[src/rtl/usb_cmd_pkg.sv]
// Shared state encoding, command codes and response codes for the USB command parser.
// Build option USB_CMD_PARSER_CHECKSUM_EN adds the CSUM state for 6-byte frames.
package usb_cmd_pkg;

   typedef enum logic [3:0] {
      ST_IDLE,
      ST_CMD,
      ST_ADDR,
      ST_DHI,
      ST_DLO,
`ifdef USB_CMD_PARSER_CHECKSUM_EN
      ST_CSUM,
`endif
      ST_EXEC,
      ST_WAIT_RD,
      ST_RESP0,
      ST_RESP1,
      ST_RESP2
   } state_e;

   localparam logic [7:0] CMD_WRITE = 8'h01;
   localparam logic [7:0] CMD_READ  = 8'h02;

   localparam logic [7:0] ACK      = 8'h01;
   localparam logic [7:0] ERR_CMD  = 8'hEE;
   localparam logic [7:0] ERR_TMO  = 8'hE7;
   localparam logic [7:0] ERR_CSUM = 8'hEC;

   // States in which the parser is willing to take a byte from the USB block.
   function automatic logic isRxState(input state_e s);
      logic r;
      r = (s == ST_IDLE) || (s == ST_CMD) || (s == ST_ADDR) || (s == ST_DHI) || (s == ST_DLO);
`ifdef USB_CMD_PARSER_CHECKSUM_EN
      r = r || (s == ST_CSUM);
`endif
      return r;
   endfunction

endpackage

[src/rtl/usb_cmd_timer.sv]
// Clearable idle counter for the USB command parser; saturates at TIMEOUT_CYCLES
// and flags the terminal count so the parser can abandon a stalled frame or read.
module usb_cmd_timer #(
   parameter int TMR_W          = 26,
   parameter int TIMEOUT_CYCLES = 50000000
) (
   input  logic clk,
   input  logic reset_n,
   input  logic clear_i,
   input  logic en_i,
   output logic done_o
);

   localparam logic [TMR_W-1:0] TERMINAL = TMR_W'(TIMEOUT_CYCLES);

   logic [TMR_W-1:0] cnt_q, cnt_d;

   always_comb begin
      cnt_d = cnt_q;
      if (clear_i) begin
         cnt_d = '0;
      end else if (en_i && !done_o) begin
         cnt_d = cnt_q + TMR_W'(1);
      end
   end

   always_ff @(posedge clk or negedge reset_n) begin
      if (!reset_n) begin
         cnt_q <= '0;
      end else begin
         cnt_q <= cnt_d;
      end
   end

   assign done_o = (cnt_q == TERMINAL);

endmodule

[src/rtl/usb_cmd_parser.sv]
// Decodes SYNC/CMD/ADDR/DHI/DLO frames from the FX2 byte stream into register-bus strobes and
// streams back a response. Define USB_CMD_PARSER_CHECKSUM_EN for an extra XOR checksum byte.
module usb_cmd_parser
   import usb_cmd_pkg::*;
#(
   parameter logic [7:0] SYNC_BYTE      = 8'hA5,
   parameter logic [7:0] RESP_SYNC      = 8'h5A,
   parameter int         TIMEOUT_CYCLES = 50000000,
   parameter int         TMR_W          = 26
) (
   input  logic        clk,
   input  logic        reset_n,
   input  logic [7:0]  rx_data,
   input  logic        rx_valid,
   output logic        rx_ready,
   output logic [7:0]  tx_data,
   output logic        tx_valid,
   input  logic        tx_ready,
   output logic [7:0]  reg_addr,
   output logic [15:0] reg_wdata,
   output logic        reg_wr,
   output logic        reg_rd,
   input  logic [15:0] reg_rdata,
   input  logic        reg_rd_valid,
   output logic        frame_err
);

   state_e     state_q, state_d;
   logic [7:0] cmd_q, cmd_d, addr_q, addr_d, dhi_q, dhi_d, dlo_q, dlo_d;
   logic [7:0] code_q, code_d, rdlo_q, rdlo_d;
   logic       has3_q, has3_d, err_q, err_d, rdy_q, rdy_d;
   logic       rxAcc, txAcc, midFrame, tmrDone, csumOk, isWrite, isRead;

   assign rxAcc    = rx_valid && rdy_q;
   assign txAcc    = tx_valid && tx_ready;
   assign midFrame = isRxState(state_q) && (state_q != ST_IDLE);
   assign isWrite  = csumOk && (cmd_q == CMD_WRITE);
   assign isRead   = csumOk && (cmd_q == CMD_READ);

`ifdef USB_CMD_PARSER_CHECKSUM_EN
   logic [7:0] csum_q, csum_d;
   assign csumOk = (csum_q == (cmd_q ^ addr_q ^ dhi_q ^ dlo_q));
`else
   assign csumOk = 1'b1;
`endif

   always_comb begin
      state_d = state_q;
      cmd_d   = cmd_q;
      addr_d  = addr_q;
      dhi_d   = dhi_q;
      dlo_d   = dlo_q;
      code_d  = code_q;
      rdlo_d  = rdlo_q;
      has3_d  = has3_q;
      err_d   = err_q;
`ifdef USB_CMD_PARSER_CHECKSUM_EN
      csum_d  = csum_q;
`endif
      case (state_q)
         ST_IDLE:    if (rxAcc && rx_data == SYNC_BYTE) state_d = ST_CMD;
         ST_CMD:     if (rxAcc) begin cmd_d  = rx_data; state_d = ST_ADDR; end
         ST_ADDR:    if (rxAcc) begin addr_d = rx_data; state_d = ST_DHI;  end
         ST_DHI:     if (rxAcc) begin dhi_d  = rx_data; state_d = ST_DLO;  end
`ifdef USB_CMD_PARSER_CHECKSUM_EN
         ST_DLO:     if (rxAcc) begin dlo_d  = rx_data; state_d = ST_CSUM; end
         ST_CSUM:    if (rxAcc) begin csum_d = rx_data; state_d = ST_EXEC; end
`else
         ST_DLO:     if (rxAcc) begin dlo_d  = rx_data; state_d = ST_EXEC; end
`endif
         // A checksum failure outranks a bad command code, and neither strobes the bus.
         ST_EXEC: begin
            has3_d = 1'b0;
            if (isRead) begin
               state_d = ST_WAIT_RD;
            end else begin
               state_d = ST_RESP0;
               if (!csumOk) begin
                  code_d = ERR_CSUM;
                  err_d  = 1'b1;
               end else if (isWrite) begin
                  code_d = ACK;
               end else begin
                  code_d = ERR_CMD;
                  err_d  = 1'b1;
               end
            end
         end
         ST_WAIT_RD: begin
            if (reg_rd_valid) begin
               code_d  = reg_rdata[15:8];
               rdlo_d  = reg_rdata[7:0];
               has3_d  = 1'b1;
               state_d = ST_RESP0;
            end else if (tmrDone) begin
               code_d  = ERR_TMO;
               err_d   = 1'b1;
               state_d = ST_RESP0;
            end
         end
         ST_RESP0:   if (txAcc) state_d = ST_RESP1;
         ST_RESP1:   if (txAcc) state_d = has3_q ? ST_RESP2 : ST_IDLE;
         ST_RESP2:   if (txAcc) state_d = ST_IDLE;
         default:    state_d = ST_IDLE;
      endcase
      // A byte arriving on the terminal-count cycle still wins, since rx_ready was already offered.
      if (midFrame && !rxAcc && tmrDone) begin
         state_d = ST_IDLE;
         err_d   = 1'b1;
      end
      rdy_d = isRxState(state_d);
   end

   always_ff @(posedge clk or negedge reset_n) begin
      if (!reset_n) begin
         state_q <= ST_IDLE;
         cmd_q   <= '0;
         addr_q  <= '0;
         dhi_q   <= '0;
         dlo_q   <= '0;
         code_q  <= '0;
         rdlo_q  <= '0;
         has3_q  <= 1'b0;
         err_q   <= 1'b0;
         rdy_q   <= 1'b0;
`ifdef USB_CMD_PARSER_CHECKSUM_EN
         csum_q  <= '0;
`endif
      end else begin
         state_q <= state_d;
         cmd_q   <= cmd_d;
         addr_q  <= addr_d;
         dhi_q   <= dhi_d;
         dlo_q   <= dlo_d;
         code_q  <= code_d;
         rdlo_q  <= rdlo_d;
         has3_q  <= has3_d;
         err_q   <= err_d;
         rdy_q   <= rdy_d;
`ifdef USB_CMD_PARSER_CHECKSUM_EN
         csum_q  <= csum_d;
`endif
      end
   end

   usb_cmd_timer #(
      .TMR_W         (TMR_W),
      .TIMEOUT_CYCLES(TIMEOUT_CYCLES)
   ) u_timer (
      .clk    (clk),
      .reset_n(reset_n),
      .clear_i(rxAcc || (state_d != state_q)),
      .en_i   (midFrame || (state_q == ST_WAIT_RD)),
      .done_o (tmrDone)
   );

   always_comb begin
      case (state_q)
         ST_RESP0: tx_data = RESP_SYNC;
         ST_RESP1: tx_data = code_q;
         ST_RESP2: tx_data = rdlo_q;
         default:  tx_data = 8'h00;
      endcase
   end

   assign rx_ready  = rdy_q;
   assign tx_valid  = (state_q == ST_RESP0) || (state_q == ST_RESP1) || (state_q == ST_RESP2);
   assign reg_wr    = (state_q == ST_EXEC) && isWrite;
   assign reg_rd    = (state_q == ST_EXEC) && isRead;
   assign reg_addr  = addr_q;
   assign reg_wdata = {dhi_q, dlo_q};
   assign frame_err = err_q;

endmodule

[config.mk]
export PLATFORM = sky130hd
export DESIGN_NAME = usb_cmd_parser
export DESIGN_NICKNAME = d
export VERILOG_FILES = /design/src/rtl/usb_cmd_pkg.sv /design/src/rtl/usb_cmd_timer.sv /design/src/rtl/usb_cmd_parser.sv
export SDC_FILE = /design/constraint.sdc
export NUM_CORES = 1
export LEC_CHECK = 0
export BUFFER_PORTS_ARGS = -buffer_cell sky130_fd_sc_hd__buf_2
export CORE_UTILIZATION = 40
export CTS_CLUSTER_DIAMETER = 40
export DETAILED_ROUTE_END_ITERATION = 8
export GPL_TIMING_DRIVEN = 1
export PLACE_DENSITY = 0.67
export SLEW_MARGIN = 30
export SYNTH_ARGS = -nofsm -noshare
export SYNTH_HDL_FRONTEND = slang
export SYNTH_SLANG_ARGS = --single-unit
[constraint.sdc]
create_clock -name clk -period 4.8 [get_ports clk]
set_input_delay 0.24 -clock clk [delete_from_list [all_inputs] [get_ports clk]]
set_output_delay 0.24 -clock clk [all_outputs]
set_load 0.1 [all_outputs]
Word level (Yosys, flattened, before mapping)
Cells that the tools add are included.
- word-level logic and storage cells: 104
- RAM bits: 0
- output and inout bits: 37
- ROM bits: 0
- register bits: 81
- memories kept: 0
- bits in latches: 0
- eq/ne operators: 25
- reductions and logical operators: 37
- bitwise logic cells: 0
- $lt $le $gt $ge: 0
- $add $sub $neg: 1
- shift operators: 0
- divide/modulo/power cells: 0
- multiplexer cells: 30
- $mul: 0
- operators with widths (kind ; number):
    26-bit 2-to-1 mux ; 2
    4-bit 2-to-1 mux ; 12
    4-bit one-hot mux with 10 select lines ; 1
    8-bit 2-to-1 mux ; 4
    26-bit by 1-bit adder with 26-bit output, second input constant ; 1
    26-bit equality test, second input constant ; 1
    8-bit one-hot mux with 3 select lines ; 1
    4-bit by 3-bit equality test with 1-bit output, second input constant ; 5
    4-bit by 2-bit equality test with 1-bit output, second input constant ; 4
    8-bit one-hot mux with 2 select lines ; 1
    3-bit inequality test, second input constant ; 5
    1-bit logical OR ; 12
    2-bit AND reduction ; 6
    1-bit logical AND ; 9
    4-bit by 1-bit equality test with 1-bit output, second input constant ; 2
    4-bit equality test, second input constant ; 2
    8-bit by 1-bit equality test with 1-bit output, second input constant ; 1
    8-bit by 2-bit equality test with 1-bit output, second input constant ; 1
    8-bit equality test, second input constant ; 1
    4-bit logical NOT ; 2
    1-bit 2-to-1 mux ; 7
    5-bit AND reduction ; 1
    2-bit inequality test, second input constant ; 2
    4-bit inequality test ; 1
    6 further kinds ; 9

Logic depth before layout (Yosys ltp)
- word-level depth: 14
- depth in mapped cells: 9
- depth with buffers taken out: 8

By module
From an unflattened synthesis, not the netlist that was laid out.
- cells, all modules: 412
- area total of the unflattened synthesis: 4261.6 µm²
- modules (own cells, without submodules) (module ; times used ; cells an instance ; area each (µm²)):
    usb_cmd_parser ; 1 ; 253 ; 2721.4
    usb_cmd_timer ; 1 ; 159 ; 1540.2

Worst setup path after synthesis
OpenSTA, ideal clock, no wires.
- kind: register to output
- start point: register cmd_q[3]
- end point: output port reg_rd
- cell stages (with the launch flop): 4
- path slack: 582 ps
- required time: 4560 ps
- arrival time: 3978 ps
- path through: dfrtp_1 or4_1 nor3_1 nor4bb_1
- longest elaborated chain between the ends: 2
- ends and longest elaborated chain (what ; line ; source):
    from (decl) ; usb_cmd_parser.sv:29 ; logic [7:0] cmd_q, cmd_d, addr_q, addr_d, dhi_q, dhi_d, dlo_q, dlo_d;
    from (signal assigned) ; usb_cmd_parser.sv:131 ; cmd_q <= cmd_d;
    8-bit by 2-bit equality test with 1-bit output ; usb_cmd_parser.sv:38 ; assign isRead = csumOk && (cmd_q == CMD_READ);
    1-bit logical AND ; usb_cmd_parser.sv:169 ; assign reg_rd = (state_q == ST_EXEC) && isRead;
    to (decl) ; usb_cmd_parser.sv:22 ; output logic reg_rd,
Every way passes these cells.

Final worst setup path
- start point: register state_q[0]
- end point: register u_timer.cnt_q[7]
- longest elaborated chain between the ends: 12
- elaborated cells on any way between the ends: 39
- ends and longest elaborated chain (what ; line ; source):
    from (decl) ; usb_cmd_parser.sv:28 ; state_e state_q, state_d;
    from (signal assigned) ; usb_cmd_parser.sv:130 ; state_q <= state_d;
    branches (longest 12 deep; another with 26-bit 2-to-1 mux) ; - ;
    to (signal assigned) ; usb_cmd_timer.sv:31 ; cnt_q <= cnt_d;
    to (decl) ; usb_cmd_timer.sv:16 ; logic [TMR_W-1:0] cnt_q, cnt_d;
Several ways; the timed one is not identified.
A chain may end at the register's enable or synchronous reset.

==> impl_metrics.json <==
{
  "period_share": 0.623,
  "area_growth_pct": 14.9,
  "die_area_mm2": 0.0111,
  "slew_headroom": 0.427,
  "firstDrtPassIters": 4,
  "crit_fanout": 24,
  "hold_class": "in -> reg",
  "worst-path-buf-inv": 1,
  "avgSynthCellArea_um2": 10.1,
  "r2r_slack_ns": 1.81,
  "dr_total_vias": 3532,
  "grt_first_pass_wirelength_um": 17000,
  "timing.rr.start": "state_q[0]",
  "whs_endpoint": "rdlo_q[1]",
  "dpl.hpwl_um": 7220,
  "period_needed_ns": 2.99,
  "worstPathRequired_ns": 5.02,
  "setup_viol": 0,
  "synthFlopType": "dfrtp_1",
  "drive_above_1_share": 0.256,
  "p_leak_nw": 2.10,
  "clock_skew_ns": 0.00565,
  "wire_per_inst_um": 16.1,
  "grt_usage": 0.192,
  "ant_nets": 0,
  "cts_buffers": 9,
  "port_buffers": 65,
  "seq_area_mm2": 0.00203,
  "cts_root_buf": "clkbuf_8",
  "rsz0062_at_grt": "no",
  "end_kind": "register",
  "coreArea_mm2": 0.0104,
  "gp_congestion": 0.881,
  "ios": 66,
  "worstSetupPathType": "reg -> reg",
  "max_cap_viol_count": 0,
  "layout.core_utilization": 0.474,
  "multi_input_area_mm2": 0.00215,
  "initial_core_util": 0.413,
  "slowest_stage": "dfrtp_1",
  "whs_ns": 0.0647,
  "synth_area_mm2": 0.00428,
  "synth_edf_count": 0,
  "hold_viol": 0,
  "arrival_ns": 3.21,
  "synthDistinctLibCells": 55,
  "ir_worst_vdd_mv": 0.642,
  "cts_tree": "yes",
  "h-tree-depth": 3,
  "place_ws_ns": 1.90,
  "postCtsSetupRepairBufs": 0,
  "cts_hold_buffers": 1,
  "status": "finished clean",
  "synth-seq-cells": 81,
  "reg2reg_depth": 6,
  "synth_area_leader_cell": "dfrtp_1",
  "path_cells": "inv_1 -> a211o_1 -> and4_1 -> o211ai_2 -> a21o_1 -> a211oi_1",
  "worst_pin_slew_ns": 0.860,
  "yosys_warnings": 0,
  "yosysSeqAreaShare": 0.474,
  "powerDensity_mw_per_mm2": 697,
  "dr.first_iter.drc_count": 228,
  "cts_resized": 0,
  "grt_pass1_vias": 3521,
  "min_from": "reg_rdata[1]",
  "reg2reg_to": "u_timer.cnt_q[7]",
  "die_w_um": 105,
  "fp.dieH_um": 105,
  "placed_area_mm2": 0.00472,
  "async_flop_share": 1.00,
  "ctsLongestPathBuffers": 2,
  "synthTopCellsByArea": "dfrtp_1, mux2_2, nand2_1",
  "crit_path_start_kind": "register",
  "fin_tns_setup_ns": 0,
  "drcViolationCount": 0,
  "wirelength_um": 10000,
  "antenna_found_initial": 0,
  "n_fill_cell": 1009,
  "max_freq_ghz": 0.334,
  "min_path_cells": 3,
  "final_max_slew_viol_count": 0,
  "num_rows": 37,
  "antennaDiodeCount": 0,
  "clk_latency_ns": 0.36,
  "overflow": 0,
  "clk_pin_slew_worst_paths_ns": 0.09,
  "slowest_delay_ns": 0.91,
  "final_cell_area_mm2": 0.00491,
  "path_delay_family": "compound AO/OA/AOI/OAI gates",
  "clock_sinks": 81,
  "synthCells": 425,
  "vias_per_cell": 5.66,
  "worstSetupStartpoint": "state_q[0]",
  "grt_max_degree": 51,
  "final_nets": 514,
  "setup_ws_ns": 1.81,
  "synth_top_area_share": 0.474,
  "synth_nets": 456
}
placed cells by master, fill, tap and decap left out, types with 6 or more instances in the layout:
| master | instances |
|---|---|
| xor2_1 | 15 |
| nand4_1 | 15 |
| nand3_1 | 12 |
| nor2_1 | 20 |
| and2_1 | 6 |
| o21ai_0 | 25 |
| nand2b_1 | 6 |
| nand2_1 | 60 |
| dfrtp_1 | 81 |
| clkbuf_8 | 10 |
| and3_1 | 6 |
| a21oi_1 | 13 |
| buf_2 | 64 |
| nor3_1 | 9 |
| xnor2_1 | 10 |
| mux2_2 | 32 |
| a211oi_1 | 17 |
layer usage:
metal  track usage  up-vias  share of wire  wire length (um)
met2         0.305       88           0.47              4750
met1         0.253     1761           0.46              4590
met4        0.0755        0          0.019               188
li1              -     1664              -                 -
met3        0.0470       19          0.051               515
met5             0        -              0                 0
Yosys cell counts (all sizes together), types with 2 or more instances:
master and count:
xnor2 10, and4 4, nor2 20, dfrtp 81, a211oi 22, a21oi 13, mux2i 4, a21o 3
or4b 2, clkbuf 13, or3 3, and3 6, nor2b 2, ha 2, or4 4, nand3 13
nand2 60, o21ai 26, a21boi 4, nor4 5, buf 7, or2 3, mux2 32, nor4b 2
inv 5, nor3 9, nand3b 4, nor4bb 5, xor2 15, o22a 2, and2 6, nand2b 6
nand4 15, o22ai 2
final cells by class:
cell class / instances / area share
multi-input combinational: 319 / 0.437
inverter: 5 / 0.00382
tap: 136 / 0.0346
clock inverter: 6 / 0.00993
sequential: 81 / 0.412
timing repair buffer: 67 / 0.0743
clock buffer: 10 / 0.0280
where the power goes:
group / internal (mW) / leakage [nW] / switching (mW)
combinational: 0.417 / 0.990 / 1.42
sequential: 0.911 / 1.03 / 0.201
clock: 0.206 / 0.0855 / 0.271
total: 1.53 / 2.10 / 1.89
stage by stage:
stage | power (mW) | std cells
floorplan | 2.65 | 425
global placement | 2.91 | 606
detailed placement | 2.95 | 607
CTS | 3.44 | 624
global route | 3.62 | 624
finish | 3.43 | 624
tightest hold or removal path: cells and delay by family:
kind | cells | cell delay, ns
and+or+nand+nor | 2 | 0.08
buffers and inverters | 1 | 0.07
state kept, by name, indices dropped and copies added (netlist names):
name / count
u_timer.cnt_q: 26
cmd_q: 8
code_q: 8
dhi_q: 8
dlo_q: 8
rdlo_q: 8
reg_addr: 8
state_q: 4
frame_err: 1
has3_q: 1
rx_ready: 1
cell families after synthesis:
logic type / count (synthesis) / share of synthesized area
muxes: 36 / 0.0936
buffers and inverters: 25 / 0.0266
and+or+nand+nor: 172 / 0.216
xor gates and xnor gates: 25 / 0.0512
AOI/OAI and AO/OA: 84 / 0.133
DFF: 81 / 0.474
adders and majority gates: 2 / 0.00585
worst max-delay path by stage:
stage | to | cells past startpoint
2_1_floorplan | reg_rd | 3
3_3_place_gp | u_timer.cnt_q[13] | 6
3_5_place_dp | u_timer.cnt_q[16] | 6
4_1_cts | u_timer.cnt_q[16] | 6
5_1_grt | u_timer.cnt_q[7] | 6
6_report | u_timer.cnt_q[7] | 6
Power figures use the tool's default switching activity.
